==> src/rtl/alu.sv <==
// 32-bit integer ALU for the execute stage.
// A 4-bit control code picks one of twelve operations on two 32-bit
// operands. The result and the zero/negative/carry/overflow flags are
// registered, so everything appears one clock after the inputs.
// Unused control codes produce a zero result.

module alu (
  input  logic        clk,
  input  logic        reset,
  input  logic [3:0]  control,
  input  logic [31:0] data_in1,
  input  logic [31:0] data_in2,
  output logic [31:0] data_out,
  output logic        zero,
  output logic        negative,
  output logic        carry,
  output logic        overflow
);

  typedef enum logic [3:0] {
    OP_ADD   = 4'b0000,
    OP_SUB   = 4'b0001,
    OP_AND   = 4'b0010,
    OP_OR    = 4'b0100,
    OP_XOR   = 4'b0110,
    OP_NOR   = 4'b0111,
    OP_SLTU  = 4'b1000,
    OP_SRL   = 4'b1010,
    OP_SRA   = 4'b1011,
    OP_SLT   = 4'b1100,
    OP_SLL   = 4'b1110,
    OP_PASSB = 4'b1111
  } aluOp_e;

  // Registered outputs.
  logic [31:0] r_dataOut;
  logic        r_zero;
  logic        r_negative;
  logic        r_carry;
  logic        r_overflow;

  // Adder / subtractor.
  // Subtraction reuses the adder as A + ~B + 1, so bit 32 of the sum is
  // the "no borrow" indication.
  logic        w_isSub;
  logic [31:0] w_addOperandB;
  logic [32:0] w_addSum;
  logic        w_addOverflow;

  assign w_isSub       = (control == OP_SUB);
  assign w_addOperandB = w_isSub ? ~data_in2 : data_in2;
  assign w_addSum      = {1'b0, data_in1} + {1'b0, w_addOperandB} + {32'd0, w_isSub};

  // Signed overflow: both addends share a sign that the sum does not.
  // With B inverted for subtraction this is the same as "A and B differ
  // in sign and the result sign differs from A".
  assign w_addOverflow = (data_in1[31] == w_addOperandB[31]) &&
                         (w_addSum[31] != data_in1[31]);

  // Comparators for SLT / SLTU.
  // When the signs differ, the negative operand is the smaller one;
  // otherwise the unsigned comparison gives the signed answer as well.
  logic w_lessUnsigned;
  logic w_lessSigned;

  assign w_lessUnsigned = (data_in1 < data_in2);
  assign w_lessSigned   = (data_in1[31] ^ data_in2[31]) ? data_in1[31] : w_lessUnsigned;

  // Barrel shifter.
  // One right-shifting barrel serves all three shifts: a left shift is
  // done by bit-reversing A on the way in and the result on the way out.
  // Only the low five bits of B form the shift amount.
  logic        w_isLeftShift;
  logic        w_shiftFill;
  logic [4:0]  w_shiftAmount;
  logic [31:0] w_reversedA;
  logic [31:0] w_shiftIn;
  logic [31:0] w_stage1;
  logic [31:0] w_stage2;
  logic [31:0] w_stage4;
  logic [31:0] w_stage8;
  logic [31:0] w_stage16;
  logic [31:0] w_reversedOut;
  logic [31:0] w_shiftResult;

  assign w_isLeftShift = (control == OP_SLL);
  assign w_shiftFill   = (control == OP_SRA) ? data_in1[31] : 1'b0;
  assign w_shiftAmount = data_in2[4:0];

  // Mirror operand A so the right-shift barrel can perform SLL.
  always_comb begin
    w_reversedA = '0;
    for (int i = 0; i < 32; i++) begin
      w_reversedA[i] = data_in1[31-i];
    end
  end

  assign w_shiftIn = w_isLeftShift ? w_reversedA : data_in1;

  assign w_stage1  = w_shiftAmount[0] ? {w_shiftFill, w_shiftIn[31:1]}        : w_shiftIn;
  assign w_stage2  = w_shiftAmount[1] ? {{2{w_shiftFill}}, w_stage1[31:2]}    : w_stage1;
  assign w_stage4  = w_shiftAmount[2] ? {{4{w_shiftFill}}, w_stage2[31:4]}    : w_stage2;
  assign w_stage8  = w_shiftAmount[3] ? {{8{w_shiftFill}}, w_stage4[31:8]}    : w_stage4;
  assign w_stage16 = w_shiftAmount[4] ? {{16{w_shiftFill}}, w_stage8[31:16]}  : w_stage8;

  // Mirror the barrel output back for SLL.
  always_comb begin
    w_reversedOut = '0;
    for (int i = 0; i < 32; i++) begin
      w_reversedOut[i] = w_stage16[31-i];
    end
  end

  assign w_shiftResult = w_isLeftShift ? w_reversedOut : w_stage16;

  // Result and carry/overflow selection.
  // Carry and overflow only carry meaning for ADD and SUB and are forced
  // low for every other operation, including the unused codes.
  logic [31:0] w_result;
  logic        w_carry;
  logic        w_overflow;

  // Choose the result for the current control code.
  always_comb begin
    w_result   = '0;
    w_carry    = 1'b0;
    w_overflow = 1'b0;
    case (control)
      OP_ADD, OP_SUB: begin
        w_result   = w_addSum[31:0];
        w_carry    = w_addSum[32];
        w_overflow = w_addOverflow;
      end
      OP_AND:   w_result = data_in1 & data_in2;
      OP_OR:    w_result = data_in1 | data_in2;
      OP_XOR:   w_result = data_in1 ^ data_in2;
      OP_NOR:   w_result = ~(data_in1 | data_in2);
      OP_SLTU:  w_result = {31'd0, w_lessUnsigned};
      OP_SLT:   w_result = {31'd0, w_lessSigned};
      OP_SLL, OP_SRL, OP_SRA: w_result = w_shiftResult;
      OP_PASSB: w_result = data_in2;
      default:  w_result = '0;
    endcase
  end

  // Capture result and flags each cycle; reset wins and discards the pending result.
  always_ff @(posedge clk) begin
    if (reset) begin
      r_dataOut  <= '0;
      r_zero     <= 1'b1;
      r_negative <= 1'b0;
      r_carry    <= 1'b0;
      r_overflow <= 1'b0;
    end else begin
      r_dataOut  <= w_result;
      r_zero     <= (w_result == 32'd0);
      r_negative <= w_result[31];
      r_carry    <= w_carry;
      r_overflow <= w_overflow;
    end
  end

  assign data_out = r_dataOut;
  assign zero     = r_zero;
  assign negative = r_negative;
  assign carry    = r_carry;
  assign overflow = r_overflow;

endmodule

==> config.mk <==
export PLATFORM = sky130hd
export DESIGN_NAME = alu
export DESIGN_NICKNAME = d
export VERILOG_FILES = /design/src/rtl/alu.sv
export SDC_FILE = /design/constraint.sdc
export NUM_CORES = 1
export LEC_CHECK = 0
export BUFFER_PORTS_ARGS = -buffer_cell sky130_fd_sc_hd__buf_2
export CORE_ASPECT_RATIO = 0.75
export CORE_UTILIZATION = 45
export CTS_CLUSTER_SIZE = 28
export DETAILED_ROUTE_END_ITERATION = 8
export REMOVE_ABC_BUFFERS = 1
export SYNTH_ARGS = -nofsm -noshare
export SYNTH_HDL_FRONTEND = slang
export SYNTH_SLANG_ARGS = --single-unit
==> constraint.sdc <==
create_clock -name clk -period 13.3 [get_ports clk]
set_input_delay 1.33 -clock clk [delete_from_list [all_inputs] [get_ports clk]]
set_output_delay 1.33 -clock clk [all_outputs]
set_load 0.05 [all_outputs]
Word-level counts from Yosys, hierarchy flattened
Cells that the tools add are included.
- reduce and logical (&&, ||, !) cells: 6
- mux-type cells: 11
- equal/unequal tests: 13
- $lt $le $gt $ge: 1
- add/sub/neg operators: 2
- bitwise operators: 7
- operators with widths (operator ; number):
    case mux 32 bit (9 select lines) ; 1
    2-to-1 mux 32 bit ; 8
    inverter 32 bit ; 2
    adder 32 x 32 -> 33 bit ; 1
    adder 33 x 1 -> 33 bit ; 1
    bitwise AND 32 bit ; 1
    logical NOT 32 bit ; 1
    < comparator 32 bit ; 1
    OR 32 bit ; 1
    XOR 32 bit ; 1
    == test 4 bit (second input constant) ; 6
    == test 4 x 3 -> 1 bit (second input constant) ; 3
    == test 4 x 1 -> 1 bit (second input constant) ; 1
    == test 4 x 2 -> 1 bit (second input constant) ; 1
    logical NOT 4 bit ; 1
    OR reduction 2 bit ; 2
    OR reduction 3 bit ; 1
    2-to-1 mux 1 bit ; 2
    == test 1 bit ; 1
    logical AND 1 bit ; 1
    inequality test 1 bit ; 1
    inverter 1 bit ; 1
    XOR 1 bit ; 1
- register bits: 36
- output and inout port bits: 36
- logic and storage cells: 45
- input port bits: 70

Depth between registers and ports, before layout
Gate-level depths: netlist of the first run.
- depth after elaboration: 10
- gate-level depth with buffers: 19
- mapped depth without buffers: 15

Worst setup path after synthesis of the first run
No wires, ideal clock.
- kind: input to register
- from: in control[2]
- to: reg r_zero, in the netlist zero
- path slack: 7.760 ns
- cell stages on the path: 18
- library setup time: 0.070 ns
- data arrival time: 5.469 ns
- cells stage by stage: buf_4 -> or4b_1 -> clkbuf_1 -> buf_1 -> xnor2_1 -> ha_1 -> a2111oi_0 -> o21ai_0 -> a41o_1 -> or3_1 -> o2111ai_1 -> and2_1 -> buf_2 -> xnor2_1 -> a221oi_1 -> and4b_1 -> nand4_1 -> o21bai_1
- word-level cells in the longest chain between the ends: 10
- elaborated cells between the ends (all ways): 27
- those cells by class: add/sub (2); eq/ne (11); mux (10); reduce/logical (4)
- RTL lines (element ; line ; text):
    start, declared ; 10 ; input logic [3:0] control,
    parallel branches: the longest is 8 deep, another holds adder 32 x 32 -> 33 bit ; -- ;
    case mux 32 bit (9 select lines) (*) ; 128 ; case (control)
    logical NOT 32 bit (*) ; 156 ; r_zero <= (w_result == 32'd0);
    end signal, assigned ; 156 ;
    end, declared ; 37 ; logic r_zero;
Mark *: on every way between the ends.
A chain may end at the register's enable or synchronous reset.

Final worst setup path of the first run
Same ends and word-level chain as after synthesis.

==> results.yml, run 1 <==
grt:
  grt_use_total_pct: 40.9
  grt_overflow: 0
  met1_usage_pct: 60.1
  met2_usage_pct: 55.2
  grt_max_degree: 54
  met3_usage_pct: 13.2
  grt_most_used_layer: "met1"
  antenna_found_initial: 1
  grt_pass1_wl_um: 63700
  grt_pass1_vias: 9335
power_and_ir_drop:
  power_density_nw_per_um2: 70.6
  power_frac_comb_pct: 63.5
  swShare_pct: 50.6
  peakVddDrop_v: 0.0000320
  sequentialPowerShare_pct: 16.5
  power.switching_mw: 0.355
  clkPwrFrac_pct: 19.9
  power.internal_mw: 0.346
  leakagePower_nw: 4.39
route:
  wire_per_inst_um: 27.8
  drt-total-wl_um: 43500
  first_iter_violations: 1844
  drc: 10
  postRouteAntennaNets: 0
  dr.pass1.iters: 9
  viasPerCell: 6.91
  route.vias.total: 10826
final_layout:
  antennaDiodeCount: 0
  fin_cells: 1566
  final_common_cell: "nand2_1"
  layout.nets: 1510
  seq_area_um2: 701
  nFillCells: 1987
  final_cell_mix: "nand2_1, ha_1, buf_2"
  multi_input_area_um2: 7720
  area_growth_pct: 9.16
  drive_gt1_share_pct: 14.2
clock_network:
  cts_setup_buffers: 0
  clock_sinks: 35
  cts-buffers-inserted: 5
  cts_resized: 0
  postCtsHoldBufs: 0
  clock_path_buffers: 2
  root_buffer: "clkbuf_16"
  cts_tree: "done"
  clk_pin_slew_ns: 0.07
  cts_max_level: 2
worst_hold_path:
  hold_depth: 5
  hold_class: "input port to flip-flop"
synth:
  syn_inst: 1259
  synth_top_area_share_pct: 17.5
  synthTopCellsByArea: "ha_1, dfxtp_1, mux4_2, nand2_1, a21oi_1"
  syn_area_um2: 9090
  yosys_warnings: 0
  synth_top_family_by_area: "compound AO/OA/AOI/OAI gates"
  ys.flop_type: "dfxtp_1"
  synth.avg_cell_area_um2: 7.22
  synth_largest_area_cell: "ha_1"
  ys_ff_latch: 35
  ys_seq_area_share_pct: 7.71
  synthSimpleGateAreaFrac_pct: 22.1
  synthMuxAreaShare_pct: 10.9
  synth_fa_ha_area_share_pct: 17.7
  async_flop_share_pct: 0
  yosys.cell_types.count: 77
  synth-xor-area-share_pct: 4.82
  synth_edf_count: 0
  synth_compound_area_share_pct: 29.2
floorplan:
  dieArea_um2: 20800
  die_h_um: 125
  initial_core_util_pct: 46.4
  io_pins: 106
  core_area_um2: 19600
  die_w_um: 166
  rows: 44
sta:
  fin_tns_setup_ns: 0
  fin_ws_ns: 6.85
  period_share_pct: 48.5
  maxSlewHeadroom_pct: 7.81
  grt_setup_unrepaired: "no"
  setup_viol: 0
  drv_slew: 0
  max_freq_ghz: 0.155
  fin_crit_ns: 6.45
  hold_viol_final: 0
  worstMarginPinSlew_ns: 1.38
critical_path:
  arrival_ns: 6.68
  cp-end-kind: "flip-flop"
  required_ns: 13.53
  cp_slowest_cell: "or4b_2"
  worstSetupPathType: "input port to flip-flop"
  crit_path_max_fanout: 33
  startpoint_type: "input port"
  slowest_delay_ns: 0.69
  crit_chain: "buf_2, or4b_2, buf_4, xnor2_1, ha_1, a2111oi_0, o21ai_0, a41o_1, or3_1, o2111ai_1, a21oi_1, o21ai_0, a211oi_1, a211oi_1, nand4_1, o21bai_1"
place:
  globalplace.congestion: 1.05
  dp_cells: 1558
  io_buffer_count: 105
  post-dp-hpwl_um: 33400
  dp_slack_ns: 6.82
job:
  drv_cap: 0
outcome:
  violations: "design-rule violations"
  status: "finished with violations"
-- metrics by stage --
stage | hold WS, ns | power, mW | cell area (µm²) | util [%]
finish | 1.56 | 0.701 | 9930 | 50.7
global route | 1.58 | 0.731 | 9930 | 50.7
detailed placement | 1.80 | 0.543 | 9760 | 49.8
CTS | 1.55 | 0.682 | 9930 | 50.7
global placement | 1.80 | 0.545 | 9760 | 49.8
floorplan | 1.40 | 0.385 | 8730 | -
-- synthesized netlist by cell type (23+ instances only) --
master	n
nand3_1	27
o21ai_0	85
nor3_1	38
clkbuf_1	52
a221oi_1	23
xnor2_1	44
nand2_1	140
dfxtp_1	35
nor2_1	102
inv_1	83
ha_1	127
mux2i_1	36
a21oi_1	88
mux4_2	25
-- power by group through the flow --
stage / clock, mW / combinational [mW] / sequential [mW]
floorplan: 0 / 0.234 / 0.152
global placement: 0 / 0.427 / 0.118
detailed placement: 0 / 0.425 / 0.118
CTS: 0.139 / 0.427 / 0.116
global route: 0.145 / 0.469 / 0.117
finish: 0.140 / 0.446 / 0.116
-- flip-flops by register name, summed over array words and instances (netlist names) --
register,count
data_out,32
overflow,1
carry,1
zero,1
-- worst max-delay path: cells and delay by family --
family	cells	cell delay [ns]
compound gates	9	2.94
xor+xnor	1	0.21
fa+ha+maj	1	0.39
buf+inv	2	0.57
simple gates	3	1.21
-- area by class of cell --
cell class | instances | share of cell area (%)
Tap cell | 253 | 3.19
Multi-Input combinational cell | 1056 | 77.8
Sequential cell | 35 | 7.06
Timing Repair Buffer | 128 | 7.03
Clock buffer | 5 | 1.26
Clock inverter | 3 | 0.441
Inverter | 86 | 3.25
-- final timing paths --
check          from                      end  slack [ns]
max      control[2]          zero$_SDFF_PP1_        6.85
min    data_in2[18]  data_out[18]$_SDFF_PP0_        1.56
-- logic make-up after synthesis --
kind of cell | count (synthesis)
buf+inv | 168
simple gates | 425
flops | 35
xor+xnor | 50
compound gates | 386
fa+ha+maj | 128
mux | 67
-- per-layer routing --
| layer | share of wire (%) | wire, µm |
|---|---|---|
| met2 | 38 | 16600 |
| met1 | 43 | 18600 |
| met4 | 3.2 | 1410 |
| met3 | 16 | 6820 |
| met5 | 0 | 0 |
No activity file was read; power rests on OpenSTA's default activity.
==> inputs of run 2 (changes only) <==
- PLACE_DENSITY: unset -> 0.67
- clock period: 13.3 -> 5.4 ns (I/O delays scaled with it)
==> run 2 against run 1 <==
  * The run still ends with design-rule violations left
  * Via count up 0.58%
  * Sequential share of layout area down 0.13 points
  * Worst setup slack worse by 6.2 ns
  * First-iteration DRC count down 5.0%
  * Design area up 1.9%
  * Worst hold slack worse by 0.81 ns
  * Sequential cell count unchanged
  * Critical path depth up 2
  * Final cell count up 1.7%
  * Critical endpoint unchanged
  * Largest cell class unchanged
==> results.yml, run 2 (synthesized netlist as in run 1, its figures left out) <==
clock_network:
  cts_tree: "done"
  postCtsHoldBufs: 0
  clock_path_buffers: 2
  cts_resized: 0
  clk_pin_slew_ns: 0.06
  cts_max_level: 2
  cts-buffers-inserted: 5
  cts_setup_buffers: 0
  root_buffer: "clkbuf_16"
  clock_sinks: 35
final_layout:
  post-route-cell-area_um2: 10100
  largest_reg_flops: 32
  area_growth_pct: 11.2
  fin_cells: 1592
  drive_gt1_share_pct: 15.9
  postLayoutCoreUtil_pct: 51.6
  layout.nets: 1536
  antennaDiodeCount: 0
  final_cell_mix: "nand2_1, ha_1, buf_2"
  final_common_cell: "nand2_1"
power_and_ir_drop:
  power_density_nw_per_um2: 167
  peakVddDrop_v: 0.0000979
  leakagePower_nw: 4.50
  power_mw: 1.69
worst_hold_path:
  hold_class: "input port to flip-flop"
  whs_endpoint: "data_out[18]$_SDFF_PP0_"
  hold_start: "data_in2[18]"
  hold_depth: 5
grt:
  grt_pass1_vias: 9662
  grt_overflow: 0
  antenna_found_initial: 1
  grt_pass1_wl_um: 64200
  grt_max_degree: 52
  grt_use_total_pct: 40.8
outcome:
  status: "finished with violations"
  violations: "design-rule violations"
floorplan:
  io_pins: 106
  die_h_um: 125
  core_area_um2: 19600
  die_w_um: 166
  rows: 44
  initial_core_util_pct: 46.4
  dieArea_um2: 20800
critical_path:
  required_ns: 5.62
  cp-end-kind: "flip-flop"
  arrival_ns: 4.98
  crit_path_max_fanout: 23
  worstSetupPathType: "input port to flip-flop"
  startpoint_type: "input port"
place:
  dpl_cell_area_um2: 9960
  post-dp-hpwl_um: 33800
  dp_cells: 1584
  io_buffer_count: 105
  globalplace.congestion: 1.12
route:
  first_iter_violations: 1752
  viasPerCell: 6.84
  route.vias.total: 10889
  dr.pass1.iters: 9
  postRouteAntennaNets: 0
  drc: 11
  wire_per_inst_um: 27.0
  drt-total-wl_um: 43000
job:
  drv_cap: 0
sta:
  worstMarginPinSlew_ns: 1.31
  grt_setup_unrepaired: "no"
  drv_slew: 0
  max_freq_ghz: 0.210
  hold_viol_final: 0
  fin_tns_setup_ns: 0
  fin_crit_ns: 4.76
  setup_viol: 0
  maxSlewHeadroom_pct: 11.9
  period_share_pct: 88.2
-- run 2: how the worst max path moves through the flow --
stage          startpoint               to  slack, ns  cells past startpoint
6_report       control[2]  zero$_SDFF_PP1_       0.64                     18
5_1_grt        control[2]  zero$_SDFF_PP1_       0.31                     18
4_1_cts        control[2]  zero$_SDFF_PP1_       0.71                     18
3_5_place_dp   control[2]  zero$_SDFF_PP1_       0.42                     18
3_3_place_gp   control[2]  zero$_SDFF_PP1_       0.55                     18
2_1_floorplan  control[2]  zero$_SDFF_PP1_       0.50                     14
-- run 2: critical path, cell delays in order --
cell and delay, ns:
buf_2 0.10, or4b_2 0.72, buf_12 0.21, xnor2_1 0.20, inv_1 0.09, fa_1 0.41
nor2b_1 0.19, o211ai_1 0.15, a21oi_1 0.17, buf_4 0.16, a31oi_1 0.13, a211oi_1 0.32
mux2i_1 0.13, a2111oi_1 0.49, nand2_1 0.09, nor4_1 0.51, nand4_1 0.18, o21bai_1 0.17
-- run 2: area by class of cell --
type / count / area [µm²]
fillers: 1989 / 9480
multi-input cells: 1056 / 7720
well taps: 253 / 317
flip-flops and latches: 35 / 701
inverters: 86 / 323
clock buffers: 5 / 125
clock inverters: 3 / 25.0
repair buffers: 154 / 906
-- run 2: layer usage --
metal  up-vias  routed length [µm]  GRT usage, %
met3        87                6770          15.1
met5         -                   0             0
li1       4857                   -             -
met1      5091               18600          59.7
met2       854               16500          55.6
met4         0                1100          9.02
-- run 2: stage by stage --
stage               setup WS, ns  hold slack, ns
CTS                        0.707           0.752
global placement           0.554            1.01
global route               0.311           0.801
finish                     0.639           0.750
detailed placement         0.424            1.01
floorplan                  0.495           0.609
-- run 2: where the power goes --
| group | switching [mW] | internal, mW | total (mW) |
|---|---|---|---|
| registers | 0.00473 | 0.280 | 0.285 |
| logic | 0.743 | 0.376 | 1.12 |
| clock network | 0.117 | 0.172 | 0.290 |
| total | 0.865 | 0.828 | 1.69 |
==> inputs of run 3 (changes only) <==
- PLACE_DENSITY: 0.67 -> unset
- SLEW_MARGIN: unset -> 40
- clock period: 5.4 -> 5.3 ns (I/O delays scaled with it)
==> run 3 against run 2 <==
  * The flow still finishes with violations (design-rule violations)
  * Die area unchanged
  * Worst hold slack better by 0.018 ns
  * Routed wire length up 0.12%
  * Sequential cell count unchanged
  * Sequential share of layout area down 0.12 points
  * Critical path depth unchanged
  * Clock power up 2%
  * Non-clock buffer count up 20
  * Worst setup slack worse by 0.15 ns
  * Power up 3.5%
  * Highest routed layer unchanged
==> results.yml, run 3 (synthesized netlist as in run 1, its figures left out) <==
power_and_ir_drop:
  peakVddDrop_v: 0.000127
  power_mw: 1.75
  power_density_nw_per_um2: 170
  leakagePower_nw: 4.60
sta:
  worstMarginPinSlew_ns: 0.976
  fin_tns_setup_ns: 0
  drv_slew: 0
  grt_setup_unrepaired: "no"
  fin_crit_ns: 4.81
  hold_viol_final: 0
  fin_ws_ns: 0.491
  setup_viol: 0
  max_freq_ghz: 0.208
  whs_ns: 0.768
  period_share_pct: 90.7
  maxSlewHeadroom_pct: 34.6
clock_network:
  postCtsHoldBufs: 0
  cts_resized: 0
  cts_tree: "done"
  cts-buffers-inserted: 5
  cts_setup_buffers: 0
  clock_path_buffers: 2
  clk_pin_slew_ns: 0.06
  cts_max_level: 2
  clock_sinks: 35
  root_buffer: "clkbuf_16"
worst_hold_path:
  hold_class: "input port to flip-flop"
grt:
  antenna_found_initial: 1
  grt_use_total_pct: 41.2
  grt_max_degree: 37
  grt_overflow: 0
  grt_pass1_wl_um: 64500
  grt_pass1_vias: 9759
critical_path:
  worstSetupPathType: "input port to flip-flop"
  cp_slowest_cell: "or4b_2"
  required_ns: 5.51
  crit_chain: "buf_2, or4b_2, buf_12, buf_4, nor2_1, a21oi_1, fa_1, nor2b_1, o211ai_1, a21oi_1, a31oi_1, a211oi_1, mux2i_1, a2111oi_1, nand2_1, nor4_1, nand4_1, o21bai_1"
  startpoint_type: "input port"
  slowest_delay_ns: 0.70
  cp-end-kind: "flip-flop"
  crit_path_max_fanout: 22
  worst-path-buf-inv: 3
  critPathTopFamily: "compound AO/OA/AOI/OAI gates"
  arrival_ns: 5.02
  path_common_cell: "a21oi_1"
final_layout:
  layout.nets: 1556
  drive_gt1_share_pct: 17.3
  final_cell_mix: "nand2_1, ha_1, buf_2"
  final_common_cell: "nand2_1"
  largest_reg_flops: 32
  area_growth_pct: 13.2
  postLayoutCoreUtil_pct: 52.5
  nFillCells: 2013
  antennaDiodeCount: 0
floorplan:
  dieArea_um2: 20800
  io_pins: 106
  rows: 44
  core_area_um2: 19600
  initial_core_util_pct: 46.4
  die_h_um: 125
  die_w_um: 166
job:
  drv_cap: 0
place:
  post-dp-hpwl_um: 34400
  dp_slack_ns: 0.252
  globalplace.congestion: 1.05
  io_buffer_count: 105
route:
  route.vias.total: 10945
  first_iter_violations: 1678
  viasPerCell: 6.79
  dr.pass1.iters: 9
  wire_per_inst_um: 26.7
  drc: 8
  drt-total-wl_um: 43100
  postRouteAntennaNets: 0
outcome:
  status: "finished with violations"
  violations: "design-rule violations"
[run 3: stage by stage]
step | cells | instance area, µm²
after floorplan | 1177 | 8730
after global placement | 1603 | 10100
after detailed placement | 1604 | 10100
after CTS | 1612 | 10300
after global routing | 1612 | 10300
final | 1612 | 10300
[run 3: path summary, 6_finish.rpt]
| check | start | end | slack, ns | depth (start not counted) |
|---|---|---|---|---|
| setup / recovery | control[2] | zero$_SDFF_PP1_ | 0.49 | 18 |
| hold / removal | reset | data_out[23]$_SDFF_PP0_ | 0.77 | 2 |
[run 3: cell type report]
cell class | instances | area [µm²] | area share [%]
clock buffer | 5 | 125 | 1.22
timing repair buffer | 174 | 1070 | 10.4
clock inverter | 3 | 23.8 | 0.231
multi-input combinational | 1056 | 7730 | 75.1
tap | 253 | 317 | 3.07
inverter | 86 | 323 | 3.14
sequential | 35 | 701 | 6.81
[run 3: power breakdown]
group	internal [mW]	total (mW)	switching (mW)	leakage, nW
logic	0.402	1.17	0.765	4.24
clock network	0.176	0.296	0.120	0.0664
registers	0.286	0.290	0.00473	0.288
total	0.863	1.75	0.890	4.60
[run 3: per-layer routing]
metal | share of wire [%] | global-route usage, %
met3 | 15 | 13.6
met2 | 37 | 54.4
met5 | 0 | 0
met4 | 3.2 | 11.1
met1 | 44 | 61.9
